**config.mk**
```make
export PLATFORM = sky130hd
export DESIGN_NAME = bit_memory_seq_flat
export DESIGN_NICKNAME = d
export VERILOG_FILES = /design/src/rtl/bit_memory_seq_if.sv /design/src/rtl/bit_memory_seq.sv /design/src/flat_wrapper.sv
export SDC_FILE = /design/constraint.sdc
export NUM_CORES = 1
export LEC_CHECK = 0
export ABC_AREA = 1
export CAP_MARGIN = 20
export CORE_MARGIN = 2
export CORE_UTILIZATION = 36
export CTS_CLUSTER_SIZE = 28
export DETAILED_ROUTE_END_ITERATION = 6
export SLEW_MARGIN = 20
export SYNTH_ARGS = -nofsm -noshare
export SYNTH_HDL_FRONTEND = slang
export SYNTH_SLANG_ARGS = --single-unit
```
**constraint.sdc**
```tcl
create_clock -name clk -period 1.74 [get_ports clk]
set_clock_uncertainty 0.15 [all_clocks]
set_input_delay 0.348 -clock clk [delete_from_list [all_inputs] [get_ports clk]]
set_output_delay 0.348 -clock clk [all_outputs]
set_load 0.005 [all_outputs]
```
**src/rtl/bit_memory_seq_if.sv**
```systemverilog
// Command channel for bit_memory_seq: valid/ready handshake carrying a
// read/write flag and a WIDTH-bit write word.
interface bit_memory_seq_if #(
  parameter int WIDTH = 4
);
  logic             cmd_valid;
  logic             cmd_write;
  logic [WIDTH-1:0] cmd_data;
  logic             cmd_ready;

  // Command source drives the request, sequencer answers with ready
  modport master (output cmd_valid, cmd_write, cmd_data, input cmd_ready);
  modport slave  (input cmd_valid, cmd_write, cmd_data, output cmd_ready);
endinterface

```
**src/rtl/bit_memory_seq.sv**
```systemverilog
// bit_memory_seq: command-driven sequencer for a WIDTH-bit serial shift
// memory. One bit moves per tick (every DIV clocks). Writes shift the
// command word in MSB first; reads shift the storage out and reassemble it
// into rd_data.
// Optional feature macro: BIT_MEMORY_SEQ_RECIRC_EN
//   defined   -> reads recirculate the outgoing bit (non-destructive read)
//   undefined -> reads shift in zeros (destructive read)
module bit_memory_seq #(
  parameter int WIDTH = 4,
  parameter int DIV   = 8
) (
  input  logic              clk,
  input  logic              rst_n,
  bit_memory_seq_if.slave   cmd,
  output logic              busy,
  output logic              tick,
  output logic              ser_out,
  output logic [WIDTH-1:0]  mem,
  output logic              rd_valid,
  output logic [WIDTH-1:0]  rd_data
);

  localparam int DW = (DIV > 1) ? $clog2(DIV) : 1;
  localparam int BW = $clog2(WIDTH);

  localparam logic [DW-1:0] DIV_LAST = DW'(DIV - 1);
  localparam logic [BW-1:0] BIT_LAST = BW'(WIDTH - 1);

  typedef enum logic [1:0] {
    IDLE  = 2'd0,
    SHIFT = 2'd1,
    DONE  = 2'd2
  } state_t;

  state_t            state_q, state_d;
  logic [DW-1:0]     div_cnt_q, div_cnt_d;
  logic [BW-1:0]     bit_cnt_q, bit_cnt_d;
  logic [WIDTH-1:0]  mem_q, mem_d;
  // Only the low WIDTH-1 capture bits ever reach rd_data; the top bit of a
  // full WIDTH-bit capture would be shifted out unused, so it is not kept.
  logic [WIDTH-2:0]  cap_q, cap_d;
  logic [WIDTH-1:0]  rd_data_q, rd_data_d;
  logic [WIDTH-1:0]  shadow_q, shadow_d;
  logic              wr_q, wr_d;

  logic              cmd_ready_w;
  logic              tick_w;
  logic              busy_w;
  logic              rd_valid_w;
  logic              accept;
  logic              last_tick;
  logic              read_bit;
  logic              in_bit;

  assign accept    = cmd.cmd_valid & cmd_ready_w;
  assign last_tick = tick_w & (bit_cnt_q == BIT_LAST);

`ifdef BIT_MEMORY_SEQ_RECIRC_EN
  // Recirculate: the bit leaving the top re-enters at the bottom
  assign read_bit = mem_q[WIDTH-1];
`else
  // Destructive read: storage fills with zeros as it is read out
  assign read_bit = 1'b0;
`endif

  // Writes take the next shadow bit (MSB first), reads take read_bit
  assign in_bit = wr_q ? shadow_q[WIDTH-1] : read_bit;

  // State register
  always_ff @(posedge clk) begin
    if (!rst_n) begin
      state_q <= IDLE;
    end else begin
      state_q <= state_d;
    end
  end

  // Next-state logic
  always_comb begin
    state_d = state_q;
    case (state_q)
      IDLE:    if (accept)    state_d = SHIFT;
      SHIFT:   if (last_tick) state_d = DONE;
      DONE:                   state_d = IDLE;
      default:                state_d = IDLE;
    endcase
  end

  // Output decode from registered state and counters (ready also gated by reset)
  always_comb begin
    cmd_ready_w = (state_q == IDLE) & rst_n;
    busy_w      = (state_q == SHIFT) | (state_q == DONE);
    tick_w      = (state_q == SHIFT) & (div_cnt_q == DIV_LAST);
    rd_valid_w  = (state_q == DONE) & ~wr_q;
  end

  // Datapath next values: command latch, tick divider, shift and capture
  always_comb begin
    div_cnt_d = div_cnt_q;
    bit_cnt_d = bit_cnt_q;
    mem_d     = mem_q;
    cap_d     = cap_q;
    rd_data_d = rd_data_q;
    shadow_d  = shadow_q;
    wr_d      = wr_q;
    if (accept) begin
      wr_d      = cmd.cmd_write;
      shadow_d  = cmd.cmd_data;
      div_cnt_d = '0;
      bit_cnt_d = '0;
    end else if (state_q == SHIFT) begin
      div_cnt_d = tick_w ? '0 : div_cnt_q + DW'(1);
      if (tick_w) begin
        mem_d     = {mem_q[WIDTH-2:0], in_bit};
        cap_d     = {cap_q[WIDTH-3:0], mem_q[WIDTH-1]};
        bit_cnt_d = bit_cnt_q + BW'(1);
        shadow_d  = shadow_q << 1;
        // The final captured bit lands directly in rd_data as DONE begins
        if (last_tick && !wr_q) begin
          rd_data_d = {cap_q, mem_q[WIDTH-1]};
        end
      end
    end
  end

  // Datapath registers; reset aborts any command in flight
  always_ff @(posedge clk) begin
    if (!rst_n) begin
      div_cnt_q <= '0;
      bit_cnt_q <= '0;
      mem_q     <= '0;
      cap_q     <= '0;
      rd_data_q <= '0;
      shadow_q  <= '0;
      wr_q      <= 1'b0;
    end else begin
      div_cnt_q <= div_cnt_d;
      bit_cnt_q <= bit_cnt_d;
      mem_q     <= mem_d;
      cap_q     <= cap_d;
      rd_data_q <= rd_data_d;
      shadow_q  <= shadow_d;
      wr_q      <= wr_d;
    end
  end

  assign cmd.cmd_ready = cmd_ready_w;
  assign busy          = busy_w;
  assign tick          = tick_w;
  assign rd_valid      = rd_valid_w;
  assign ser_out       = mem_q[WIDTH-1];
  assign mem           = mem_q;
  assign rd_data       = rd_data_q;

endmodule

```
**src/flat_wrapper.sv**
```systemverilog
// flat-port wrapper written by rule: the top's interface ports become plain ports
module bit_memory_seq_flat 
#(
  parameter int WIDTH = 4,
  parameter int DIV   = 8
)
  (clk, rst_n, busy, tick, ser_out, mem, rd_valid, rd_data, cmd_cmd_valid, cmd_cmd_write, cmd_cmd_data, cmd_cmd_ready);
  bit_memory_seq_if #(.WIDTH(WIDTH)) cmd_i ();
  input  logic clk;
  input  logic rst_n;
  output logic busy;
  output logic tick;
  output logic ser_out;
  output logic [WIDTH-1:0] mem;
  output logic rd_valid;
  output logic [WIDTH-1:0] rd_data;
  input wire logic [$bits(cmd_i.cmd_valid)-1:0] cmd_cmd_valid;
  input wire logic [$bits(cmd_i.cmd_write)-1:0] cmd_cmd_write;
  input wire logic [$bits(cmd_i.cmd_data)-1:0] cmd_cmd_data;
  output wire logic [$bits(cmd_i.cmd_ready)-1:0] cmd_cmd_ready;
  assign cmd_i.cmd_valid = cmd_cmd_valid;
  assign cmd_i.cmd_write = cmd_cmd_write;
  assign cmd_i.cmd_data = cmd_cmd_data;
  assign cmd_cmd_ready = cmd_i.cmd_ready;
  bit_memory_seq #(.WIDTH(WIDTH), .DIV(DIV)) u_core (.clk(clk), .rst_n(rst_n), .cmd(cmd_i), .busy(busy), .tick(tick), .ser_out(ser_out), .mem(mem), .rd_valid(rd_valid), .rd_data(rd_data));
endmodule
```
# --- After elaboration in Yosys (flattened, before gate mapping) ---
# Cells that the tools add are included.
op_classes:
  add_sub_neg: 2
  mul: 0
  div: 0
  magnitude_cmp: 0
  eq_ne: 6
  shifts: 0
  n_mux: 8
  bitwise: 9
  n_reduce_logical: 11
ops:
  columns: ["operator", "count"]
  rows:
  - ["4-bit two-way mux", 3]
  - ["2-bit AND reduction", 3]
  - ["1-bit bitwise AND", 5]
  - ["2-bit == test (second input constant)", 2]
  - ["2-bit two-way mux", 2]
  - ["2-bit by 1-bit inequality test with 1-bit output (second input constant)", 2]
  - ["2-bit one-hot mux with 2 select lines", 1]
  - ["4-bit AND reduction", 1]
  - ["2-bit nonzero test", 2]
  - ["3-bit by 1-bit adder with 3-bit output (second input constant)", 1]
  - ["3-bit == test (second input constant)", 1]
  - ["3-bit two-way mux", 1]
  - ["1-bit inverter", 3]
  - ["3-bit AND reduction", 1]
  - ["2-bit by 1-bit adder with 2-bit output (second input constant)", 1]
  - ["2-bit by 1-bit == test with 1-bit output (second input constant)", 1]
  - ["2-bit logical NOT", 1]
  - ["2-bit OR reduction", 1]
  - ["1-bit logical AND", 1]
  - ["1-bit logical NOT", 1]
  - ["1-bit two-way mux", 1]
  - ["1-bit OR", 1]
totals:
  ff_bits: 23
  latch_bits: 0
  mem_bits_rw: 0
  rom_bits: 0
  input_bits: 8
  n_memories: 0

# --- Logic depth before layout (Yosys ltp) ---
depth:
  word_depth: 5
  ltp_mapped: 8
  depth_no_buf: 8

# --- Worst setup path after synthesis ---
# Ideal clock, no wire load.
synth_timing:
  path_type: "reg2reg"
  start: "reg u_core.state_q[1]"
  end: "reg u_core.cap_q[1]"
  setup_ns: 0.116
  t_arrival_ns: 1.226
  setup_slack_ns: 0.247
  stages_incl_launch_ff: 9
  synth_period_minus_slack_ns: 1.493
  path_cell_list: "dfxtp_1 inv_1 ha_1 nand2_4 inv_6 nand2_4 buf_6 o21ai_1 a21oi_1"
synth_via:
  elab_cells_between_ends: 7
  classes_between: "eq/ne: 1; bitwise: 4; reduce/logical: 2"
synth_lines:
  columns: ["item", "line", "text"]
  rows:
  - ["start: declaration", "bit_memory_seq.sv:35", "state_t state_q, state_d;"]
  - ["start signal: assignment", "bit_memory_seq.sv:74", "state_q <= state_d;"]
  - ["2-bit by 1-bit == test with 1-bit output", "bit_memory_seq.sv:93", "tick_w = (state_q == SHIFT) & (div_cnt_q == DIV_LAST);"]
  - ["1-bit bitwise AND", "bit_memory_seq.sv:93", null]
  - ["via tick", "flat_wrapper.sv:12", "output logic tick;"]
  - ["3-bit AND reduction (no source line)", null, null]
  - ["end signal: assignment", "bit_memory_seq.sv:140", "cap_q <= cap_d;"]
  - ["end: declaration", "bit_memory_seq.sv:41", "logic [WIDTH-2:0] cap_q, cap_d;"]
# The timed path passes the listed nets, and every way through them passes these cells.
# A chain may end at the register's enable or synchronous reset.

# --- Final worst setup path ---
layout_timing:
  start: "reg u_core.div_cnt_q[0]"
  end: "out tick"
layout_via:
  elab_chain_cells: 2
layout_lines:
  columns: ["item", "line", "text"]
  rows:
  - ["start: declaration", "bit_memory_seq.sv:36", "logic [DW-1:0] div_cnt_q, div_cnt_d;"]
  - ["start signal: assignment", "bit_memory_seq.sv:137", "div_cnt_q <= div_cnt_d;"]
  - ["3-bit == test", "bit_memory_seq.sv:93", null]
  - ["1-bit bitwise AND", "bit_memory_seq.sv:93", null]
  - ["end: declaration", "flat_wrapper.sv:12", null]
# No other way between the ends.

==> PnR_summary.wiki <==
{| class="wikitable"
! Metric !! Value
|-
| Reg2reg start || u_core.state_q[1]
|-
| Overall die height || 59.1 um
|-
| Unrepaired setup endpoints after global routing || true
|-
| Initial drt markers || 24
|-
| Mapped Nets || 161
|-
| CTS tree || done
|-
| FF+latch count, synth || 23
|-
| Number of hold buffers added after CTS || 0
|-
| Width of the die || 59.1 um
|-
| Leakage power || 0.000738 uW
|-
| Insertion delay of the later-clocked pin in the worst-skew pair || 0.32 ns
|-
| Final worst path period need || 1.72 ns
|-
| Area enclosed by the die boundary || 0.00350 mm2
|-
| Post-synthesis xor/xnor area fraction || 0.00800
|-
| Post-route antenna net violation count || 0
|-
| I/O Pins || 21
|-
| Clk pin slew, worst setup/hold paths || 0.13 ns
|-
| # H-tree levels || 1
|-
| Maximum count of clock buffers along a single path || 2
|-
| # port buffers || 20
|-
| Area of the placeable core || 0.00298 mm2
|-
| Final net count || 202
|-
| Largest family of logic cells by synthesized area || simple AND/OR/NAND/NOR gates
|-
| Worst IR drop on VDD || 0.295 mV
|-
| Setup slack on the worst flop-to-flop path || 0.10 ns
|-
| Min-Delay Startpoint || u_core.mem[2]
|-
| Basic-gate share of the synthesized area counting and, or, nand and nor cells || 0.251
|-
| Vias || 1010
|-
| Routed len/inst || 11.3 um
|-
| Initial antenna violation count || 0
|-
| Synth-to-Final Area Change || 43.3%
|-
| Antenna cell count || 0
|-
| Starting utilization of the core area || 0.368
|-
| Arrival time of data at the critical path endpoint || 1.22 ns
|-
| Critical Path End Type || output port
|-
| Worst hold path class || register to register
|-
| Fraction of synthesis flops using an asynchronous set or reset pin || 0
|-
| Number of warnings printed during yosys synthesis || 0
|-
| WP data required || 1.24 ns
|-
| Chain of cells forming the critical path || ha_4 -> ha_4 -> nand2_4 -> inv_6 -> buf_6
|-
| Total global-route track usage || 0.155
|-
| Count of final setup violators || 0
|-
| CP max stage cell || dfxtp_2
|-
| Share of cells above drive strength 1 || 0.286
|-
| Start point of the critical path || u_core.div_cnt_q[0]
|-
| Max-slew violation count || 0
|-
| Area taken by flip-flops and latches || 475 um2
|-
| Transition at the pin with the smallest max-transition slack || 0.222 ns
|-
| Synth top area share || 0.421
|-
| Share of the clock period used by the worst path || 0.989
|-
| Gr ovfl total || 0
|-
| Placed wire-length estimate || 1730 um
|-
| Library cell with the highest instance count after synthesis || nand2_1
|-
| Number of global-route vias before repair || 932
|-
| Average cell area after synthesis || 7.55 um2
|-
| Most used standard cells in the synthesized netlist || nand2_1, dfxtp_1, inv_1
|-
| Standard-cell rows || 20
|-
| Number of endpoints with negative hold slack in the final report || 0
|-
| Maximum number of pins on one net before global-route repair || 17
|-
| CP Launch Type || register
|-
| Cell repeated most along the worst path || ha_4
|-
| Run status || completed
|-
| Relative max-transition margin || 0.852
|-
| Critical path class || register to output port
|-
| Number of design rule violations left after detail routing || 0
|-
| Sink count of the clock tree || 23
|-
| Smallest hold slack || 0.328 ns
|-
| Cts bufs inserted || 3
|-
| Wire length of the first global-routing pass || 4060 um
|-
| Synth Flop Type || dfxtp_1
|-
| Power density cells || 660 mW/mm2
|-
| Fraction of synthesized area in multiplexers || 0
|-
| Synth Area in Compound Gates || 0.121
|-
| Reported max-cap violation count || 0
|-
| Wirelength, routed || 2470 um
|-
| Cell types occupying the most area after synthesis || dfxtp_1, nand2_1, ha_1
|-
| Post-place setup slack || -0.236 ns
|-
| Initial DRT Pass Iterations || 4
|-
| Worst Slack Setup Final || 0.0195 ns
|-
| Area of the multi-input gates || 594 um2
|-
| Netlist area before placement || 0.00109 mm2
|-
| Maximum fanout along the worst path || 2
|-
| Post-synthesis cell type with the largest combined area || dfxtp_1
|-
| Fmax || 581 MHz
|-
| CP bufs+invs || 2
|-
| Routability-driven placement congestion ratio || 0.760
|-
| Post-synth cell types || 18
|-
| Adder-cell share of the synthesized area || 0.0914
|-
| Cell family with most CP delay || flip-flops
|-
| Detail-routed via count per cell || 4.63
|-
| Crit-path max cell delay || 0.36 ns
|-
| Sequential cell area fraction in the yosys report || 0.421
|-
| Number of synthesized flops with an enable pin || 0
|-
| Number of standard cells after synthesis || 145
|-
| Fill cell count || 289
|-
| Clock root buffer || clkbuf_4
|}
## cell usage in the layout (no fill, tap or decap), types with 2 or more instances in the layout
| cell | Yosys | final |
|---|---|---|
| nand4_1 | 5 | 5 |
| nand2_1 | 36 | 35 |
| nor2_1 | 15 | 14 |
| inv_2 | 0 | 2 |
| buf_2 | 0 | 3 |
| clkbuf_4 | 0 | 3 |
| buf_4 | 2 | 21 |
| ha_4 | 0 | 5 |
| dfxtp_4 | 0 | 2 |
| ha_1 | 8 | 3 |
| o21ai_0 | 6 | 6 |
| a21oi_1 | 13 | 13 |
| a31oi_1 | 3 | 3 |
| dfxtp_1 | 23 | 15 |
| dlymetal6s2s_1 | 0 | 2 |
| nand2_4 | 2 | 2 |
| dfxtp_2 | 0 | 6 |
| o21ai_1 | 2 | 2 |
| inv_1 | 18 | 14 |
| clkdlybuf4s50_1 | 0 | 14 |
| inv_4 | 0 | 2 |
| nand3_1 | 6 | 5 |
## per-layer routing
metal  up-vias  wire length, um  track usage
li1        545                -            -
met1       447             1100        0.183
met2        13             1250        0.271
met3         5               66       0.0240
met4         0               55       0.0779
met5         -                0            0
## tightest hold or removal path, stage by stage (launching register included)
cell and delay (ns):
dfxtp_2 0.35, nand2_1 0.06, a21oi_1 0.05
## repair_timing
item	CTS	global route
endpoints found under the hold margin	0	0
endpoints found under the setup margin	6	12
pin swaps	4	4
setup buffers	4	4
gates resized for setup	33	16
## final cells by class
type                            count  share of cell area
Multi-Input combinational cell     98               0.379
Sequential cell                    23               0.303
Timing Repair Buffer               41               0.222
Inverter                           19              0.0518
Tap cell                           33              0.0263
Clock buffer                        3              0.0144
Clock inverter                      1             0.00319
## where the power goes
| part | leakage (uW) | internal [uW] | total, uW | switching, uW |
|---|---|---|---|---|
| Combinational | 0.000530 | 112 | 221 | 110 |
| Sequential | 0.000191 | 545 | 561 | 16.0 |
| Clock | 0.0000177 | 86.2 | 253 | 167 |
## logic make-up after synthesis
kind of cell,count (synthesis)
buffers and inverters,24
adders and majority gates,8
DFF,23
xor gates and xnor gates,1
and+or+nand+nor,64
AOI/OAI and AO/OA,25
## worst paths after layout
| check | endpoint | depth (start not counted) |
|---|---|---|
| worst max-delay path | tick | 5 |
| worst min-delay path | u_core.mem[2] | 2 |
| worst max register to register | u_core.mem[0] | 8 |
| worst min register to register | u_core.mem[2] | 2 |
## registers in the layout, summed over array words and instances, names as in the netlist
signal / cells
u_core.wr_q: 1
u_core.cap_q: 3
u_core.state_q: 2
u_core.div_cnt_q: 3
u_core.rd_data: 4
u_core.bit_cnt_q: 2
u_core.shadow_q: 4
u_core.mem: 4
## through the flow
stage               cells  setup TNS [ns]  utilization  cell area (um2)  total power (uW)
global placement      206          -0.960        0.468             1390               747
global route          218         -0.0350        0.527             1570              1100
finish                218               0        0.527             1570              1040
floorplan             145               0            -             1090               672
detailed placement    206           -1.01        0.468             1390               752
CTS                   214               0        0.504             1500              1030
Note: power is estimated with default switching activity, not from simulation.
